<file path="src/rtl/pong_field.sv">
// Pong game-field engine: paddles, ball physics, BCD scoring and the serve/point/over
// sequencing, plus a zero-latency paddle/ball renderer for the current pixel.
module pong_field #(
  parameter int          H_RES       = 640,
  parameter int          V_RES       = 480,
  parameter int          BALL_SIZE   = 8,
  parameter int          BALL_V      = 3,
  parameter int          PAD_LEN     = 108,
  parameter int          PAD_W       = 6,
  parameter int          PAD_V       = 4,
  parameter int          LEFT_PAD_X  = 40,
  parameter int          RIGHT_PAD_X = 600,
  parameter int          WIN_SCORE   = 9,
  parameter int          HOLD_FRAMES = 60,
  parameter logic [2:0]  PAD_RGB     = 3'b101,
  parameter logic [2:0]  BALL_RGB    = 3'b100
) (
  input  logic       clk,
  input  logic       reset,
  input  logic [9:0] pix_x,
  input  logic [9:0] pix_y,
  input  logic [1:0] btn_l,
  input  logic [1:0] btn_r,
  input  logic       serve,
  output logic       graph_on,
  output logic [2:0] graph_rgb,
  output logic [7:0] left_score,
  output logic [7:0] right_score,
  output logic       hit_left,
  output logic       hit_right,
  output logic       miss_left,
  output logic       miss_right,
  output logic [1:0] game_state,
  output logic [1:0] winner
);

  typedef enum logic [1:0] {ST_IDLE = 2'b00, ST_PLAY = 2'b01, ST_POINT = 2'b10, ST_OVER = 2'b11} state_t;

  localparam logic [10:0] HR = 11'(H_RES);
  localparam logic [10:0] VR = 11'(V_RES);
  localparam logic [10:0] BS = 11'(BALL_SIZE);
  localparam logic [10:0] BV = 11'(BALL_V);
  localparam logic [10:0] PL = 11'(PAD_LEN);
  localparam logic [10:0] PW = 11'(PAD_W);
  localparam logic [10:0] PV = 11'(PAD_V);
  localparam logic [10:0] LX = 11'(LEFT_PAD_X);
  localparam logic [10:0] RX = 11'(RIGHT_PAD_X);
  localparam logic [9:0]  BX_C  = 10'((H_RES - BALL_SIZE) / 2);
  localparam logic [9:0]  BY_C  = 10'((V_RES - BALL_SIZE) / 2);
  localparam logic [9:0]  PAD_C = 10'((V_RES - PAD_LEN) / 2);
  localparam logic [7:0]  WIN_BCD = 8'((WIN_SCORE / 10) * 16 + (WIN_SCORE % 10));
  localparam int          CW = (HOLD_FRAMES > 1) ? $clog2(HOLD_FRAMES) : 1;
  localparam logic [CW-1:0] HOLD_LAST = CW'(HOLD_FRAMES - 1);

  state_t        state;
  logic [9:0]    bx, by, pl_top, pr_top;
  logic          dx_neg, dy_neg, right_scored;
  logic [CW-1:0] hold_cnt;

  logic [10:0] bx_e, by_e, pl_e, pr_e, x_e, y_e;
  logic [9:0]  bx_nxt, by_nxt;
  logic        dx_nxt, dy_nxt, ov_l, ov_r;
  logic        hit_l_c, hit_r_c, miss_l_c, miss_r_c;
  logic        tick, pad_on, ball_on;

  assign bx_e = {1'b0, bx};
  assign by_e = {1'b0, by};
  assign pl_e = {1'b0, pl_top};
  assign pr_e = {1'b0, pr_top};
  assign x_e  = {1'b0, pix_x};
  assign y_e  = {1'b0, pix_y};
  assign tick = (pix_y == 10'(V_RES + 1)) && (pix_x == 10'd0);
  assign game_state = state;

  function automatic logic [7:0] bcd_inc(input logic [7:0] s);
    if (s[3:0] == 4'd9) return {s[7:4] + 4'd1, 4'd0};
    return {s[7:4], s[3:0] + 4'd1};
  endfunction

  function automatic logic [9:0] pad_next(input logic [9:0] top, input logic [1:0] btn);
    logic [10:0] t;
    t = {1'b0, top};
    if (btn == 2'b01 && t >= PV)           return top - 10'(PAD_V);
    if (btn == 2'b10 && t + PL + PV <= VR) return top + 10'(PAD_V);
    return top;
  endfunction

  // Ball motion for one PLAY frame; the two axes are resolved independently.
  always_comb begin
    // NOTE: every always_comb output gets a default first so no path can infer a latch.
    by_nxt = by;  dy_nxt = dy_neg;
    bx_nxt = bx;  dx_nxt = dx_neg;
    hit_l_c = 1'b0; hit_r_c = 1'b0; miss_l_c = 1'b0; miss_r_c = 1'b0;
    ov_l = (by_e + BS > pl_e) && (by_e < pl_e + PL);
    ov_r = (by_e + BS > pr_e) && (by_e < pr_e + PL);

    if (dy_neg) begin
      if (by_e < BV) begin by_nxt = 10'd0; dy_nxt = 1'b0; end
      else by_nxt = by - 10'(BALL_V);
    end else if (by_e + BS + BV > VR) begin
      by_nxt = 10'(V_RES - BALL_SIZE); dy_nxt = 1'b1;
    end else by_nxt = by + 10'(BALL_V);

    if (dx_neg) begin
      if (bx_e >= LX + PW && bx_e < LX + PW + BV && ov_l) begin
        bx_nxt = 10'(LEFT_PAD_X + PAD_W); dx_nxt = 1'b0; hit_l_c = 1'b1;
      end else if (bx_e < BV) begin
        bx_nxt = 10'd0; miss_l_c = 1'b1;
      end else bx_nxt = bx - 10'(BALL_V);
    end else begin
      if (bx_e + BS <= RX && bx_e + BS + BV > RX && ov_r) begin
        bx_nxt = 10'(RIGHT_PAD_X - BALL_SIZE); dx_nxt = 1'b1; hit_r_c = 1'b1;
      end else if (bx_e + BS + BV > HR) begin
        bx_nxt = 10'(H_RES - BALL_SIZE); miss_r_c = 1'b1;
      end else bx_nxt = bx + 10'(BALL_V);
    end
  end

  // NOTE: all state is registered with non-blocking assignments; reset is synchronous and overrides tick.
  always_ff @(posedge clk) begin
    if (reset) begin
      state <= ST_IDLE;
      bx <= BX_C; by <= BY_C; pl_top <= PAD_C; pr_top <= PAD_C;
      dx_neg <= 1'b0; dy_neg <= 1'b0; right_scored <= 1'b0;
      hold_cnt <= '0; left_score <= 8'h00; right_score <= 8'h00; winner <= 2'b00;
      hit_left <= 1'b0; hit_right <= 1'b0; miss_left <= 1'b0; miss_right <= 1'b0;
    end else begin
      hit_left <= 1'b0; hit_right <= 1'b0; miss_left <= 1'b0; miss_right <= 1'b0;
      if (tick) begin
        case (state)
          ST_IDLE: begin
            pl_top <= PAD_C; pr_top <= PAD_C;
            if (serve) begin state <= ST_PLAY; dx_neg <= 1'b0; dy_neg <= 1'b0; end
          end
          ST_PLAY: begin
            pl_top <= pad_next(pl_top, btn_l);
            pr_top <= pad_next(pr_top, btn_r);
            bx <= bx_nxt; by <= by_nxt; dx_neg <= dx_nxt; dy_neg <= dy_nxt;
            hit_left <= hit_l_c; hit_right <= hit_r_c;
            miss_left <= miss_l_c; miss_right <= miss_r_c;
            if (miss_l_c || miss_r_c) begin
              state <= ST_POINT; hold_cnt <= '0; right_scored <= miss_l_c;
              if (miss_l_c) right_score <= bcd_inc(right_score);
              else          left_score  <= bcd_inc(left_score);
            end
          end
          ST_POINT: begin
            pl_top <= pad_next(pl_top, btn_l);
            pr_top <= pad_next(pr_top, btn_r);
            if (hold_cnt == HOLD_LAST) begin
              bx <= BX_C; by <= BY_C; hold_cnt <= '0;
              if ((right_scored ? right_score : left_score) == WIN_BCD) begin
                state <= ST_OVER; winner <= right_scored ? 2'b10 : 2'b01;
              end else begin
                // Serve toward the player who just conceded.
                state <= ST_PLAY; dx_neg <= right_scored; dy_neg <= 1'b0;
              end
            end else hold_cnt <= hold_cnt + 1'b1;
          end
          ST_OVER: begin
            pl_top <= PAD_C; pr_top <= PAD_C;
            if (serve) begin
              state <= ST_IDLE; left_score <= 8'h00; right_score <= 8'h00; winner <= 2'b00;
            end
          end
          default: state <= ST_IDLE;
        endcase
      end
    end
  end

  // Renderer: combinational on registered positions, paddles drawn over the ball.
  always_comb begin
    pad_on  = ((x_e >= LX && x_e < LX + PW) && (y_e >= pl_e && y_e < pl_e + PL)) ||
              ((x_e >= RX && x_e < RX + PW) && (y_e >= pr_e && y_e < pr_e + PL));
    ball_on = (x_e >= bx_e && x_e < bx_e + BS) && (y_e >= by_e && y_e < by_e + BS);
    graph_on  = pad_on || ball_on;
    graph_rgb = pad_on ? PAD_RGB : (ball_on ? BALL_RGB : 3'b000);
  end

endmodule

</file>
<file path="config.mk">
export PLATFORM = sky130hd
export DESIGN_NAME = pong_field
export DESIGN_NICKNAME = d
export VERILOG_FILES = /design/src/rtl/pong_field.sv
export SDC_FILE = /design/constraint.sdc
export NUM_CORES = 1
export LEC_CHECK = 0
export ABC_CLOCK_PERIOD_IN_PS = 4900
export CORE_MARGIN = 2
export CORE_UTILIZATION = 35
export CTS_BUF_LIST = sky130_fd_sc_hd__clkbuf_8
export DETAILED_ROUTE_END_ITERATION = 16
export PLACE_DENSITY = 0.57
export SLEW_MARGIN = 20
export SYNTH_ARGS = -nofsm -noshare
export SYNTH_HDL_FRONTEND = slang
export SYNTH_SLANG_ARGS = --single-unit
</file>
<file path="constraint.sdc">
create_clock -name clk -period 4.9 [get_ports clk]
set_clock_uncertainty 0.05 [all_clocks]
set_input_delay 0.49 -clock clk [delete_from_list [all_inputs] [get_ports clk]]
set_output_delay 0.49 -clock clk [all_outputs]
set_load 0.02 [all_outputs]
</file>
==> summary.md <==
| Metric | Value |
|---|---|
| Htree depth | 3 |
| Worst Hold Path EP | left_score[7] |
| Worst Path Arrival | around 4100 ps |
| Port bufs | 53 |
| WS Path Type | register to primary output |
| Vias per cell | 5.87 |
| Clock Sinks | a little over 70 |
| Clock transition at path regs | 100 ps |
| Pwr dens | 121 mW/mm2 |
| DP Wirelength | between 20 and 25 mm |
| Hold-critical path depth | 2 |
| Layout area overhead | 11.3% |
| Post-placement worst setup slack | 500 ps |
| Leak Pwr | 3.82 nW |
| Final setup TNS | 0 ps |
| R2R cell count | 11 |
| Root Buffer | clkbuf_8 |
| CP Max Fanout | 10 |
| Slew Limit Headroom | 30.1% |
| CP required | 4360 ps |
| Most frequent cells in the layout | ha_1 (136), nor2_1 (89), a21oi_1 (80), nand2_1 (78), inv_1 (76) |
| Total power | 1.19 mW |
| Gate count after technology mapping | 1181 |
| HP Class | register to register |
| Die area | 0.0267 mm2 |
| Fmax | 214 MHz |
| Number of global-route vias before repair | 8436 |
| Largest net degree at the start of global routing | 52 |
| Post-Synthesis Net Count | 1345 |
| Post-synth EDFFs | 0 |
| # DRC | 0 |
| Min setup slack post-route | 221 ps |
| Critical Path End Type | primary output |
| Die H | approximately 160 um |
| Layout cells sized above 1 | under 10% |
| Pins Over Slew Limit | 0 |
| RSZ-0062 raised after global routing | false |
| Maxcap violations | 0 |
| Clock Tree Buf Depth | 2 |
| DR WL/cell | 18.4 um |
| Worst vdd ir | 0.109 mV |
| Reg2Reg Setup Slack | 710 ps |
| Clk_lat worst skew | 390 ps |
| Routed WL | 28.2 mm |
| Synth Cell Area | 0.00889 mm2 |
| CTS tree | built |
| Via count | 9011 |
| Ports | 55 |
| Reg2reg end | left_score[7] |
| Diode count | 0 |
| Final period util | 95.5% |
| Synthesized area per cell | 7.52 um2 |
| Status | finished, final reports clean |
| Fin crit period | 4680 ps |
| Hold Path Origin | left_score[7] |
| Slew @ Worst Pin | between 1000 and 1500 ps |
| Warnings from Yosys | 0 |
| Startpoint Class | register |
| Commonest non-fill, non-tap cell in the layout | ha_1 |
| GR Util All Layers | about 21% |
| Initial antenna violation count | 0 |
| Die width | 163 um |
| Primary FF master, synth | dfxtp_1 |
| # setup viols final | 0 |
| Unique masters post-synth | 91 |
| DR iter-0 viols | 844 |
| Synthesized flop and latch total | 71 |
| Starting Density | 35.5% |
| Placer Congestion | between 0.9 and 1 |
| Crit Reg-Reg Startpoint | pr_top[4] |
| Core Footprint | 0.0250 mm2 |
| Hold buffers post-CTS | 0 |
| First-pass GRT wire length | 45.7 mm |
| Pre-antenna DRT Iters | 5 |
| Sequential share of the synthesized area | 16.0% |
| Antenna Violating Nets Remaining | 0 |
| GRT overflow | 0 |
| Row count | a little under 60 |
| TritonCTS buffer count | 9 |
| Final Hold Fails | 0 |
| Final net count | between 1000 and 1500 |
| Post-synth ARST share | 0% |
flip-flops by register name (all words and copies together), names as in the netlist:
name,cells
hold_cnt,6
game_state,2
miss_left,1
by,10
bx,10
miss_right,1
pl_top,9
hit_right,1
right_score,8
winner,2
hit_left,1
dx_neg,1
pr_top,9
left_score,8
right_scored,1
dy_neg,1
critical path, cell delays in order, from the launching register on:
cell	delay [ps]
dfxtp_1	460
inv_1	210
ha_1	560
ha_1	300
o21a_1	110
o21a_1	170
o21a_1	180
o21ai_0	170
a21oi_1	110
o31a_1	250
o32ai_1	440
a41o_1	180
clkdlybuf4s50_1	600
timing repair:
item                                    in CTS  in global routing
endpoints found under the setup margin       0                  1
setup buffers                                0                  0
gates resized for setup                      0                  1
stage by stage:
step           instance area [um2]  instances  utilization [%]  hold slack, ps
2_1_floorplan                 8890       1181                -             402
5_1_grt                       9890       1535             39.5             466
6_report                      9890       1535             39.5             446
4_1_cts                       9880       1535             39.5             449
3_5_place_dp                  9700       1519             38.7             433
3_3_place_gp                  9700       1519             38.7             429
metal layers:
| layer | part of all wire, % | global-route usage (%) |
|---|---|---|
| met5 | 0 | 0 |
| met4 | 1.9 | 6.76 |
| met3 | 5.2 | 2.26 |
| met2 | 43 | 32.9 |
| met1 | 50 | 31.4 |
worst max path at each step:
stage,slack [ps],to,cells past startpoint,from
finish,220,graph_on,12,pr_top[3]
global route,30,graph_on,12,pr_top[3]
CTS,230,graph_rgb[2],12,pr_top[3]
detailed placement,500,left_score[7],9,pix_y[9]
global placement,550,graph_rgb[2],12,pix_y[1]
floorplan,1170,dx_neg,15,pl_top[2]
cells in the mapped netlist, types with 14 or more instances:
cell | n | area share, %
o21a_1 | 27 | 2.3
nor2_1 | 89 | 3.8
nand3_1 | 50 | 2.8
a21oi_1 | 80 | 4.5
nor4_1 | 19 | 1.3
nand2b_1 | 15 | 1.1
nand2_1 | 78 | 3.3
o31ai_1 | 17 | 1.4
a21o_1 | 15 | 1.3
o21ai_0 | 73 | 4.1
nor3_1 | 40 | 2.3
mux2i_1 | 14 | 1.6
clkbuf_1 | 48 | 2.0
a31oi_1 | 15 | 1.1
xnor2_1 | 31 | 3.1
nor2b_1 | 18 | 1.3
nand4_1 | 15 | 1.1
dfxtp_1 | 71 | 16
inv_1 | 76 | 3.2
a211oi_1 | 17 | 1.4
ha_1 | 137 | 19
where the power goes:
part / internal [mW] / switching, mW / total, mW / leakage, nW
Sequential: 0.576 / 0.0000000376 / 0.576 / 0.572
Clock: 0.193 / 0.294 / 0.487 / 0.0848
Combinational: 0.0569 / 0.0720 / 0.129 / 3.17
final cells by class:
| type | count | area (um2) |
|---|---|---|
| multi-input cells | 963 | 6880 |
| inverters | 82 | 308 |
| fillers | 2596 | 15200 |
| well taps | 330 | 413 |
| repair buffers | 73 | 676 |
| clock inverters | 7 | 60.1 |
| flip-flops and latches | 71 | 1420 |
| clock buffers | 9 | 124 |
cell families after synthesis:
logic type	after synthesis	share of synthesized area, %
AND/OR/NAND/NOR	403	23.9
AO/OA/AOI/OAI	367	28.3
buffers and inverters	147	6.63
adder cells (fa/ha/maj)	137	19.3
flip-flops	71	16.0
XOR/XNOR	40	4.11
multiplexers	15	1.70
other	1	0.0422
(Power assumes the default switching activity.)
